==> config.mk <==
export PLATFORM = sky130hd
export DESIGN_NAME = ll_rd_req_scheduler
export DESIGN_NICKNAME = d
export VERILOG_FILES = /design/src/rtl/ll_rd_req_scheduler_pkg.sv /design/src/rtl/ll_rd_req_scheduler_rr_arbiter.sv /design/src/rtl/ll_rd_req_scheduler.sv
export SDC_FILE = /design/constraint.sdc
export NUM_CORES = 2
export LEC_CHECK = 0
export BUFFER_PORTS_ARGS = -buffer_cell sky130_fd_sc_hd__buf_2
export CAP_MARGIN = 20
export CORE_AREA = 2 2 730 732
export DETAILED_ROUTE_END_ITERATION = 8
export DIE_AREA = 0 0 732 734
export PLACE_DENSITY = 0.3
export REMOVE_ABC_BUFFERS = 1
export SYNTH_ARGS = -nofsm -noshare
export SYNTH_HDL_FRONTEND = slang
export SYNTH_SLANG_ARGS = --single-unit
==> constraint.sdc <==
create_clock -name aclk -period 18.3 [get_ports aclk]
set_input_delay 1.83 -clock aclk [delete_from_list [all_inputs] [get_ports aclk]]
set_output_delay 1.83 -clock aclk [all_outputs]
set_load 0.03 [all_outputs]
==> src/rtl/ll_rd_req_scheduler_pkg.sv <==
// Shared user-side definitions for the read-request path: the request
// descriptor width and helpers to move between the packed bus form and
// the named descriptor fields.
package ll_rd_req_scheduler_pkg;

    localparam int REQ_BITS = 104;

    // Field order is MSB to LSB.
    typedef struct packed {
        logic [15:0] rsrvd_high;
        logic [3:0]  cache_mode;
        logic [47:0] vaddr;
        logic [27:0] len;
        logic        stream;
        logic        sync;
        logic        ctl;
        logic [3:0]  dest;
        logic        rsrvd;
    } rd_req_t;

    function automatic logic [REQ_BITS-1:0] rd_req_pack(input rd_req_t r);
        return r;
    endfunction

    function automatic rd_req_t rd_req_unpack(input logic [REQ_BITS-1:0] b);
        return rd_req_t'(b);
    endfunction

endpackage

==> src/rtl/ll_rd_req_scheduler_rr_arbiter.sv <==
// Round-robin arbiter. The search starts at the pointer and wraps; the
// pointer moves past the winner only when the grant is actually taken.
module ll_rd_req_scheduler_rr_arbiter #(
    parameter int N    = 16,
    parameter int ID_W = (N > 1) ? $clog2(N) : 1
) (
    input  logic            clk,
    input  logic            rst_n,
    input  logic [N-1:0]    req,
    input  logic            advance,
    output logic [N-1:0]    grant,
    output logic [ID_W-1:0] grant_id
);

    logic [ID_W-1:0] ptr;

    // First requester at or above the pointer, wrapping past N-1.
    always_comb begin
        logic [ID_W:0]   sum;
        logic [ID_W-1:0] idx;
        logic            found;
        grant    = '0;
        grant_id = '0;
        found    = 1'b0;
        for (int off = 0; off < N; off++) begin
            sum = {1'b0, ptr} + (ID_W+1)'(off);
            if (sum >= (ID_W+1)'(N)) sum = sum - (ID_W+1)'(N);
            idx = sum[ID_W-1:0];
            if (!found && req[idx]) begin
                found      = 1'b1;
                grant[idx] = 1'b1;
                grant_id   = idx;
            end
        end
    end

    // Pointer moves to one past the winner whenever a grant is consumed.
    always_ff @(posedge clk or negedge rst_n) begin
        if (!rst_n) begin
            ptr <= '0;
        end else if (advance && (|req)) begin
            ptr <= (grant_id == ID_W'(N-1)) ? '0 : grant_id + 1'b1;
        end
    end

endmodule

==> src/rtl/ll_rd_req_scheduler.sv <==
// Shares one read-request channel between N_REQ traversal engines, remembers
// the owner of every issued request in order, and steers returning data
// beats back to the owner of the oldest outstanding request.
//
// Handshake: a transfer happens on a cycle where valid && ready are both
// high at the rising clock edge; valid never waits on ready, and a holder
// of valid keeps its payload stable until the transfer happens.
module ll_rd_req_scheduler #(
    parameter int N_REQ          = 16,
    parameter int ID_BITS        = $clog2(N_REQ),
    parameter int REQ_BITS       = ll_rd_req_scheduler_pkg::REQ_BITS,
    parameter int TAG_DEPTH      = 64,
    parameter int MAX_OUT_PER_ID = 8
) (
    input  logic                         aclk,
    input  logic                         aresetn,
    input  logic [N_REQ-1:0]             s_req_valid,
    output logic [N_REQ-1:0]             s_req_ready,
    input  logic [N_REQ*REQ_BITS-1:0]    s_req_data,
    output logic                         m_req_valid,
    input  logic                         m_req_ready,
    output logic [REQ_BITS-1:0]          m_req_data,
    output logic [ID_BITS-1:0]           m_req_id,
    input  logic                         s_rsp_tvalid,
    input  logic                         s_rsp_tlast,
    output logic                         s_rsp_tready,
    output logic [N_REQ-1:0]             m_rsp_tvalid,
    input  logic [N_REQ-1:0]             m_rsp_tready,
    output logic [ID_BITS-1:0]           rsp_id,
    output logic [$clog2(TAG_DEPTH):0]   outstanding,
    output logic                         idle
);
    import ll_rd_req_scheduler_pkg::*;

    localparam int AW    = $clog2(TAG_DEPTH);
    localparam int PTR_W = AW + 1;
    localparam int CNT_W = $clog2(MAX_OUT_PER_ID + 1);

    logic [PTR_W-1:0]   wr_ptr, rd_ptr;
    logic [ID_BITS-1:0] tag_mem [TAG_DEPTH];
    logic [CNT_W-1:0]   cnt [N_REQ];
    logic [N_REQ-1:0]   eligible, grant;
    logic [ID_BITS-1:0] grant_id, head;
    logic               full, empty, slot_free, push, pop;

    assign outstanding = wr_ptr - rd_ptr;
    assign full        = (outstanding == PTR_W'(TAG_DEPTH));
    assign empty       = (outstanding == '0);
    assign head        = tag_mem[rd_ptr[AW-1:0]];
    assign rsp_id      = head;
    assign idle        = empty && !m_req_valid;

    // The output stage can take a new request when empty or draining now.
    assign slot_free = !m_req_valid || m_req_ready;
    assign push      = slot_free && (|eligible);
    assign pop       = s_rsp_tvalid && s_rsp_tready && s_rsp_tlast;

    // Limits are judged on registered counts; no same-cycle pop bypass.
    always_comb begin
        for (int i = 0; i < N_REQ; i++) begin
            eligible[i] = s_req_valid[i] && (cnt[i] < CNT_W'(MAX_OUT_PER_ID)) && !full;
        end
    end

    ll_rd_req_scheduler_rr_arbiter #(.N(N_REQ), .ID_W(ID_BITS)) u_arb (
        .clk      (aclk),
        .rst_n    (aresetn),
        .req      (eligible),
        .advance  (slot_free),
        .grant    (grant),
        .grant_id (grant_id)
    );

    assign s_req_ready = push ? grant : '0;

    // Response beats go only to the owner of the oldest request.
    always_comb begin
        m_rsp_tvalid = '0;
        s_rsp_tready = 1'b0;
        if (!empty) begin
            m_rsp_tvalid[head] = s_rsp_tvalid;
            s_rsp_tready       = m_rsp_tready[head];
        end
    end

    // Output register: loads on grant, holds while the shell stalls.
    always_ff @(posedge aclk or negedge aresetn) begin
        if (!aresetn) begin
            m_req_valid <= 1'b0;
            m_req_data  <= '0;
            m_req_id    <= '0;
        end else if (push) begin
            m_req_valid <= 1'b1;
            m_req_data  <= s_req_data[int'(grant_id)*REQ_BITS +: REQ_BITS];
            m_req_id    <= grant_id;
        end else if (m_req_ready) begin
            m_req_valid <= 1'b0;
        end
    end

    // Tag FIFO pointers; the extra MSB separates full from empty.
    always_ff @(posedge aclk or negedge aresetn) begin
        if (!aresetn) begin
            wr_ptr <= '0;
            rd_ptr <= '0;
        end else begin
            if (push) wr_ptr <= wr_ptr + 1'b1;
            if (pop)  rd_ptr <= rd_ptr + 1'b1;
        end
    end

    // Tag storage needs no reset; only slots between the pointers are read.
    always_ff @(posedge aclk) begin
        if (push) tag_mem[wr_ptr[AW-1:0]] <= grant_id;
    end

    // Per-engine outstanding counts; push and pop on one ID cancel.
    always_ff @(posedge aclk or negedge aresetn) begin
        if (!aresetn) begin
            for (int i = 0; i < N_REQ; i++) cnt[i] <= '0;
        end else begin
            for (int i = 0; i < N_REQ; i++) begin
                case ({push && grant[i], pop && (head == ID_BITS'(i))})
                    2'b10:   cnt[i] <= cnt[i] + 1'b1;
                    2'b01:   cnt[i] <= cnt[i] - 1'b1;
                    default: cnt[i] <= cnt[i];
                endcase
            end
        end
    end

endmodule

==> out/metrics.yaml <==
cts:
  ctsResizeCount: 0
  cts_tree: "done"
  cts_max_level: 3
  cts.sinks: 447
  clk_latency_ns: 0.81
  clk_path_buf_depth: 4
  clock_tree.root_cell: "clkbuf_16"
  clk_pin_slew_ns: 0.06
  hold_buffers: 0
  numCtsBuffers: 76
  post-cts-setup-buffers: 0
floorplan:
  die_w_um: 732
  initial_utilization_pct: 8.20
  fp.dieArea_um2: 537000
  rows: 268
  io_pins: 1855
  core_um2: 530000
  die_y_um: 734
grt:
  grt_max_degree: 84
  grt_first_pass_wirelength_um: 639000
  grt_pass1_vias: 53200
  grt_overflow_total: 0
  antenna_found_initial: 485
  grt_usage_pct: 18.4
synth:
  netlist_area_um2: 43500
  synthTopCellsByArea: "edfxtp_1 18%, dfrtp_1 11%, nand2_1 10%, mux4_2 8.1%, mux2i_1 5.6%"
  async_flop_share_pct: 42.7
  synth_area_per_cell_um2: 8.45
  yosysWarnings: 0
  synth_cell_types: 102
  synth_cells: 5143
  yosysSeqAreaShare_pct: 28.7
  ys.flop_type: "edfxtp_1"
  synth-seq-cells: 447
  yosys.area.top_type_share_pct: 17.7
  synth_edf_count: 256
  yosysTopAreaCell: "edfxtp_1"
timing:
  tightest_slew_ns: 1.32
  finalCritPeriodShare_pct: 53.4
  fin_skew_ns: 0.0682
  grt_setup_unrepaired: "false"
  slew_headroom_pct: 11.4
  finalMaxSlewViolations: 0
  fmax_ghz: 0.102
  hold_viol: 0
  holdWs_ns: 0.495
  period_minus_slack_ns: 9.78
  setup_violations: 0
route:
  drt_first_pass_iters: 9
  totalWireLength_um: 519000
  drc: 0
  avgViaCountPerCell: 3.92
  vias: 55600
  detail-route-antenna-nets: 0
  drtIter0Drc: 5912
  wl_per_cell_um: 36.6
hold_path:
  hp-start: "m_req_id[2]"
  hp-class: "flip-flop to flip-flop"
setup_path:
  startpoint: "u_arb.ptr[0]"
  crit_type: "flip-flop to output port"
  end_kind: "output port"
  path_max_fanout: 58
  critical_path_arrival_ns: 7.95
  r2r_start: "u_arb.ptr[0]"
  cp.required_ns: 16.47
  critPathLaunchType: "flip-flop"
run:
  max-cap-violations: 0
placed_design:
  dp.cells: 13700
  io_buffers: 1854
  place_congestion: 0.977
  dp_hpwl_um: 436000
final_layout:
  stdcell_count: 14200
  fin_util_pct: 12.2
  nets: 8537
  drive_gt1_share_pct: 36.3
  syn2layout_area_growth_pct: 48.6
status:
  status: "finished clean"
-- metal layers --
| metal | track usage [%] | wire [µm] | up-vias |
|---|---|---|---|
| met1 | 22.6 | 211000 | 27800 |
| met3 | 6.83 | 52600 | 967 |
| li1 | - | - | 23400 |
| met5 | 0 | 1420 | - |
| met2 | 29.3 | 232000 | 3184 |
| met4 | 6.86 | 21800 | 214 |
-- cells by family after synthesis --
kind of cell	synth area share, %
xor gates and xnor gates	1.99
muxes	15.9
AOI/OAI and AO/OA	21.9
adders and majority gates	2.80
DFF	28.7
and+or+nand+nor	22.9
buffers and inverters	5.86
-- cell usage in the layout (no fill, tap or decap), types with 180 or more instances in the layout --
cell type  count
mux2i_1      241
a32oi_1      217
nor2_1       215
buf_2       1854
dfrtp_1      189
o21ai_0      255
and3_1       180
edfxtp_1     256
nand3_1      215
nand2_1     1157
a211oi_1     203
diode_2      348
-- path summary, 6_finish.rpt --
| kind | endpoint | slack, ns | cells after the start |
|---|---|---|---|
| setup / recovery | s_req_ready[4] | 8.52 | 17 |
| hold / removal | m_req_id[2] | 0.50 | 2 |
| setup reg to reg | m_req_data[35] | 8.69 | 20 |
| hold reg to reg | m_req_id[2] | 0.50 | 2 |
| max in group asynchronous | m_req_data[77] | 15.11 | 3 |
| min in group asynchronous | m_req_id[3] | 0.95 | 1 |
-- cells in the mapped netlist (all sizes together), types with 9 or more instances --
master and count:
o221ai 10, nand4 89, xor2 40, mux2i 244
o31a 13, a32oi 217, and3 180, a41oi 10
buf 196, and2 10, a22oi 12, nor2 222
inv 79, a311oi 98, nand2 1164, a21o 20
nand3 218, nand2b 30, o2111ai 9, nor4 61
nor4bb 10, mux4 157, a222oi 41, or4 57
dfrtp 191, a211oi 217, xnor2 56, nor2b 31
nor3 18, ha 70, clkbuf 311, o211ai 12
a21oi 154, a32o 49, nor4b 10, fa 17
o21ai 259, mux2 83, o22ai 53, a41o 11
a31oi 18, edfxtp 256
-- critical path, stage by stage, from the launching register on --
cell and delay [ns]:
dfrtp_1 0.33, buf_4 0.50, inv_2 0.44, ha_1 0.32, buf_4 0.24, xnor2_2 0.77
mux4_2 0.60, mux2i_1 0.52, mux2i_1 0.35, nor4_2 0.45, and3_1 0.43, nand2_4 0.40
nor2_1 0.20, a21oi_1 0.11, o211ai_1 0.39, nand2_1 0.13, a41oi_1 0.59, buf_2 0.32
-- registers in the layout, summed over array words and instances (netlist names) --
name,flops
rd_ptr,7
m_req_valid,1
u_arb.ptr,4
wr_ptr,7
cnt,64
tag_mem,256
m_req_id,4
m_req_data,104
-- metrics by stage --
step | setup slack [ns] | area [µm²] | TNS, ns
floorplan | -15.54 | 41200 | -2667.04
global placement | 8.06 | 61200 | 0
detailed placement | 8.60 | 61300 | 0
CTS | 8.34 | 63700 | 0
global route | 7.96 | 64300 | 0
finish | 8.52 | 64600 | 0
-- layout make-up --
type                       instances  area, µm²
multi-input combinational       4109      28900
sequential                       447      12500
clock inverter                    40        437
clock buffer                      93       2020
tap                             7020       8780
fill                           61700     466000
inverter                          80        325
antenna                          348        871
timing repair buffer            2035      10800
Power is not shown: default switching activity piles up to over one toggle a cycle in this logic, so the estimate is an artifact.
